$ cat config.mk
export PLATFORM = sky130hd
export DESIGN_NAME = muldiv_unit_flat
export DESIGN_NICKNAME = d
export VERILOG_FILES = /design/src/rtl/muldiv_unit_if.sv /design/src/rtl/muldiv_unit.sv /design/src/flat_wrapper.sv
export SDC_FILE = /design/constraint.sdc
export NUM_CORES = 1
export LEC_CHECK = 0
export CORE_UTILIZATION = 25
export CTS_BUF_LIST = sky130_fd_sc_hd__clkbuf_4
export DETAILED_ROUTE_END_ITERATION = 8
export SLEW_MARGIN = 25
export SYNTH_ARGS = -nofsm -noshare
export SYNTH_HDL_FRONTEND = slang
export SYNTH_SLANG_ARGS = --single-unit
$ cat constraint.sdc
create_clock -name clk -period 5.4 [get_ports clk]
set_clock_uncertainty 0.05 [all_clocks]
set_input_delay 1.08 -clock clk [delete_from_list [all_inputs] [get_ports clk]]
set_output_delay 1.08 -clock clk [all_outputs]
set_load 0.01 [all_outputs]
$ cat src/rtl/muldiv_unit_if.sv
// rtl/muldiv_unit_if.sv - request/result bundle between a requester and muldiv_unit
interface muldiv_unit_if;
  logic        start;
  logic [1:0]  fun_c;
  logic [31:0] a;
  logic [31:0] b;
  logic        busy;
  logic        done;
  logic [31:0] hi;
  logic [31:0] lo;

  modport master (
    output start, fun_c, a, b,
    input  busy, done, hi, lo
  );

  modport slave (
    input  start, fun_c, a, b,
    output busy, done, hi, lo
  );
endinterface

$ cat src/rtl/muldiv_unit.sv
// rtl/muldiv_unit.sv - 32-bit iterative multiply/divide, fixed 33-cycle latency
// MULDIV_DIV_EN adds divu/div; without it divide requests are ignored.
module muldiv_unit (
  input logic          clk,
  input logic          rst,
  muldiv_unit_if.slave bus
);

  typedef enum logic [1:0] {IDLE, RUN, FIN} state_t;

  state_t      state;
  logic [4:0]  cnt;
  logic [63:0] acc;
  logic [31:0] opb;
  logic        res_neg;
  logic        busy_q;
  logic        done_q;
  logic [31:0] hi_q;
  logic [31:0] lo_q;

  logic        a_neg_in;
  logic        b_neg_in;
  logic [31:0] a_mag;
  logic [31:0] b_mag;
  logic        start_ok;
  logic [32:0] mul_sum;
  logic [63:0] mul_next;
  logic [63:0] step_next;
  logic [63:0] prod_fix;
  logic [31:0] hi_res;
  logic [31:0] lo_res;

`ifdef MULDIV_DIV_EN
  logic        op_div;
  logic        a_neg;
  logic        b_zero;
  logic [33:0] trial;
  logic [63:0] div_next;
  logic [31:0] quo_fix;
  logic [31:0] rem_fix;
`endif

  assign a_neg_in = bus.fun_c[0] & bus.a[31];
  assign b_neg_in = bus.fun_c[0] & bus.b[31];
  assign a_mag    = a_neg_in ? (32'd0 - bus.a) : bus.a;
  assign b_mag    = b_neg_in ? (32'd0 - bus.b) : bus.b;

`ifdef MULDIV_DIV_EN
  assign start_ok = bus.start;
`else
  assign start_ok = bus.start & ~bus.fun_c[1];
`endif

  // Shift-add: multiplier sits in acc[31:0] and is consumed LSB first.
  assign mul_sum  = {1'b0, acc[63:32]} + (acc[0] ? {1'b0, opb} : 33'd0);
  assign mul_next = {mul_sum, acc[31:1]};
  assign prod_fix = res_neg ? (64'd0 - acc) : acc;

`ifdef MULDIV_DIV_EN
  // Partial remainder kept 33 bits wide so remainders >= 2^31 shift without loss.
  assign trial    = {1'b0, acc[63:31]} - {2'b00, opb};
  assign div_next = trial[33] ? {acc[62:0], 1'b0}
                              : {trial[31:0], acc[30:0], 1'b1};
  assign step_next = op_div ? div_next : mul_next;

  // Zero divisor yields an all-ones quotient and the dividend as remainder.
  assign quo_fix = b_zero  ? 32'hFFFF_FFFF
                 : res_neg ? (32'd0 - acc[31:0]) : acc[31:0];
  assign rem_fix = a_neg ? (32'd0 - acc[63:32]) : acc[63:32];
  assign hi_res  = op_div ? rem_fix : prod_fix[63:32];
  assign lo_res  = op_div ? quo_fix : prod_fix[31:0];
`else
  assign step_next = mul_next;
  assign hi_res    = prod_fix[63:32];
  assign lo_res    = prod_fix[31:0];
`endif

  always_ff @(posedge clk) begin
    if (rst) begin
      state   <= IDLE;
      cnt     <= 5'd0;
      acc     <= 64'd0;
      opb     <= 32'd0;
      res_neg <= 1'b0;
      busy_q  <= 1'b0;
      done_q  <= 1'b0;
      hi_q    <= 32'd0;
      lo_q    <= 32'd0;
`ifdef MULDIV_DIV_EN
      op_div  <= 1'b0;
      a_neg   <= 1'b0;
      b_zero  <= 1'b0;
`endif
    end else begin
      done_q <= 1'b0;
      case (state)
        IDLE: begin
          if (start_ok) begin
            cnt     <= 5'd0;
            acc     <= {32'd0, a_mag};
            opb     <= b_mag;
            res_neg <= a_neg_in ^ b_neg_in;
            busy_q  <= 1'b1;
            state   <= RUN;
`ifdef MULDIV_DIV_EN
            op_div  <= bus.fun_c[1];
            a_neg   <= a_neg_in;
            b_zero  <= (bus.b == 32'd0);
`endif
          end
        end
        RUN: begin
          acc <= step_next;
          cnt <= cnt + 5'd1;
          if (cnt == 5'd31) begin
            state <= FIN;
          end
        end
        FIN: begin
          hi_q   <= hi_res;
          lo_q   <= lo_res;
          done_q <= 1'b1;
          busy_q <= 1'b0;
          state  <= IDLE;
        end
        default: begin
          busy_q <= 1'b0;
          state  <= IDLE;
        end
      endcase
    end
  end

  assign bus.busy = busy_q;
  assign bus.done = done_q;
  assign bus.hi   = hi_q;
  assign bus.lo   = lo_q;

endmodule
$ cat src/flat_wrapper.sv
// flat-port wrapper written by rule: the top's interface ports become plain ports
module muldiv_unit_flat 
  (clk, rst, bus_start, bus_fun_c, bus_a, bus_b, bus_busy, bus_done, bus_hi, bus_lo);
  muldiv_unit_if bus_i ();
  input logic clk;
  input logic rst;
  input wire logic [$bits(bus_i.start)-1:0] bus_start;
  input wire logic [$bits(bus_i.fun_c)-1:0] bus_fun_c;
  input wire logic [$bits(bus_i.a)-1:0] bus_a;
  input wire logic [$bits(bus_i.b)-1:0] bus_b;
  output wire logic [$bits(bus_i.busy)-1:0] bus_busy;
  output wire logic [$bits(bus_i.done)-1:0] bus_done;
  output wire logic [$bits(bus_i.hi)-1:0] bus_hi;
  output wire logic [$bits(bus_i.lo)-1:0] bus_lo;
  assign bus_i.start = bus_start;
  assign bus_i.fun_c = bus_fun_c;
  assign bus_i.a = bus_a;
  assign bus_i.b = bus_b;
  assign bus_busy = bus_i.busy;
  assign bus_done = bus_i.done;
  assign bus_hi = bus_i.hi;
  assign bus_lo = bus_i.lo;
  muldiv_unit u_core (.clk(clk), .rst(rst), .bus(bus_i));
endmodule
==> flow_results.org <==
** Synth
- A synthesized cell averages 8.04 um^2.
- Gate Count Post-Synth :: 1,275
- Counting every net in the synthesized netlist gives 1,382.
- The share of the Yosys chip area taken by registers is 0.332.
- Ys flop type :: dfxtp_1
- Of all flip-flops after synthesis, the portion carrying an async set or reset was 0.
- Total number of yosys warnings :: 0
- Number of synthesized flops with an enable pin :: 0
- Area share of the largest cell type after synthesis :: 0.332
- The synthesized design spends more area on one cell type than any other, namely dfxtp_1.
- After synthesis, the cell types taking the most area are dfxtp_1, xor2_1, nand2_1.
- Synthesis inferred 170 register bits.
- Counting distinct cell types in the post-synthesis netlist gives 63.
- Netlist area before placement :: 10,300 um^2

** Finish
- Once layout is complete, the utilization of the core stands at 0.309.
- Nets@finish :: 1,472
- Leading cell types in the layout, fill and taps excluded :: dfxtp_1, nand2_1, clkdlybuf4s50_1
- Fill cell count :: 4,175
- Leaving out fill and tap cells, the most frequent cell in the layout is dfxtp_1.
- Fraction of final layout cells with drive strength greater than 1 :: 0.0552
- After the flow finishes, the layout carries non-filler instances totaling 1,904.
- Syn-to-layout area delta :: 20.6%

** Global route
- Wire length of the first global-routing pass :: 48.8 mm
- Largest net degree at the start of global routing :: 66
- For this run, the total global-route usage over all layers was measured as 0.147.
- Global-route congestion overflow total :: 0
- Via count of the first global-routing pass :: 8,796
- Number of antenna violations at the first check in global routing :: 1

** Clock tree
- CTS saw 170 sinks.
- Worst skew pair latency :: 0.62 ns
- Resized Gates After CTS :: 0
- Setup Buffers After CTS :: 0
- The tree is rooted in a clkbuf_4.
- Buffers inserted during clock tree synthesis total 17.
- After clock tree synthesis, the clock-pin slew on the worst setup and hold paths is 0.16 ns.
- Bufs on Longest Clock Path :: 2
- CTS built an H-tree with a depth of 4.
- TritonCTS built the clock tree.
- Hold repair after CTS inserted 0 buffers.

** Hold path
- In this run the worst hold path is classified as flip-flop to flip-flop.

** Placement
- DPL Wire Length :: 24.4 mm
- Setup slack after placement :: 1.48 ns
- During placement, the flow inserted port buffers numbering 134.
- Total placed cells including tap cells :: 1,870
- The congestion estimate from routability-driven global placement came to 0.853.

** Power and ir drop
- In this run the power density over the cells is 204 nW/um^2.
- VDD sags by at most 0.121 mV.
- Cell leakage power :: 0.00445 uW

** Floorplan
- The floorplan step defined a die boundary enclosing 41,800 um^2.
- Die span in y :: 205 um
- For this design the top-level I/O count stands at 135.
- The initial utilization of the core area, before any placement, comes to 0.256.
- In this run the standard cell core region covers 40,100 um^2.
- In this run the horizontal extent of the chip is 205 um.
- Row generation in the floorplan step produced 73 rows.

** Detailed routing
- First-pass detailed-route iteration total :: 7
- Summed over all layers, the routed wires come to 31.0 mm.
- Via Count :: 9,361
- After the first detailed-routing iteration, the DRC count stood at 691.
- In this run the remaining antenna-violating nets after routing total 0.
- Dividing the detail-routed wire length by the instance count gives 16.3 um.
- Drt via density :: 4.92
- Count of unresolved DRC violations after routing :: 0

** STA
- Final hold slack :: 0.409 ns
- Setup violations remaining at the end of the flow were counted as 0.
- Setup TNS after final layout :: 0 ns
- Max Fclk :: 264 MHz
- The final number of hold-violating endpoints was 0.
- Minimum period implied by the final worst setup slack :: 3.79 ns
- Of the available clock period, the critical path in the final layout requires 0.703.
- Setup repair after global routing left no endpoint under its margin.
- At the pin with the least slew margin, the transition time is 0.960 ns.
- Slew Limit Fails :: 0
- Final setup margin :: 1.61 ns
- Worst relative slew slack :: 0.358

** Worst setup path
- STA classifies the critical path startpoint as a flip-flop.
- Largest driver fanout on the critical path :: 36
- Data on the critical path arrives at its endpoint at 4.30 ns.
- Endpoint class of the critical path :: flip-flop
- The critical path is of the flip-flop to flip-flop type.
- Required time at the endpoint of the critical path :: 5.91 ns

** Run status
- Status :: completed

** Run
- Max-Cap Viols :: 0
==> stage by stage <==
| stage | instance area (um^2) | power (uW) |
|---|---|---|
| 2_1_floorplan | 10300 | 1620 |
| 3_3_place_gp | 12100 | 1770 |
| 3_5_place_dp | 12100 | 1780 |
| 4_1_cts | 12400 | 2540 |
| 5_1_grt | 12400 | 2640 |
| 6_report | 12400 | 2520 |
==> logic make-up after synthesis <==
kind of cell,synth area share
buf+inv,0.0378
flops,0.332
fa+ha+maj,0.0471
xor+xnor,0.119
mux,0.00195
compound gates,0.256
simple gates,0.207
==> final cells by class <==
| cell class | count | area (um^2) | share of cell area |
|---|---|---|---|
| Clock buffer | 18 | 135 | 0.0109 |
| Sequential cell | 170 | 3410 | 0.275 |
| Tap cell | 525 | 657 | 0.0531 |
| Multi-Input combinational cell | 1004 | 6490 | 0.525 |
| Timing Repair Buffer | 145 | 1430 | 0.116 |
| Inverter | 27 | 101 | 0.00819 |
| Clock inverter | 13 | 144 | 0.0116 |
| Antenna cell | 2 | 5.00 | 0.000405 |
==> per-layer routing <==
metal  track usage  share of wire  vias to the layer above
met1         0.209           0.51                     4323
met5             0              0                        -
met2         0.218           0.42                      217
li1              -              -                     4793
met3        0.0356          0.056                       28
met4        0.0426          0.019                        0
==> report_power, final <==
group / internal, uW / switching [uW]
clock network: 284 / 488
registers: 1290 / 51.3
logic: 169 / 243
==> worst max-delay path, stage by stage, from the launching register on <==
cell,delay (ns)
dfxtp_1,0.88
and2_1,0.23
ha_1,0.17
inv_1,0.06
fa_1,0.41
nor2b_1,0.18
o2111ai_1,0.13
nand3_1,0.20
a21boi_0,0.18
o41ai_2,0.49
a311oi_1,0.24
or4_1,0.43
nand3_1,0.09
==> synthesized netlist by cell type (all sizes together) (33+ instances only) <==
library cell / n
xnor2: 51
nand2: 135
ha: 37
a211oi: 48
clkbuf: 68
o31ai: 33
xor2: 88
nor2: 115
o21ai: 102
dfxtp: 170
a21oi: 83
and2: 38
==> final timing paths <==
check             slack [ns]  cells past startpoint        startpoint                to
hold reg to reg         0.41                      2  u_core.bus.hi[5]  u_core.bus.hi[5]
setup reg to reg        1.61                     12     u_core.acc[0]    u_core.acc[61]
hold / removal          0.41                      2  u_core.bus.hi[5]  u_core.bus.hi[5]
setup / recovery        1.61                     12     u_core.acc[0]    u_core.acc[61]
==> registers in the layout, summed over array words and instances (netlist names) <==
name	flops
u_core.res_neg	1
u_core.bus.done	1
u_core.state	2
u_core.bus.hi	32
u_core.acc	64
u_core.cnt	5
u_core.bus.lo	32
u_core.bus.busy	1
u_core.opb	32
Power figures use the tool's default switching activity.
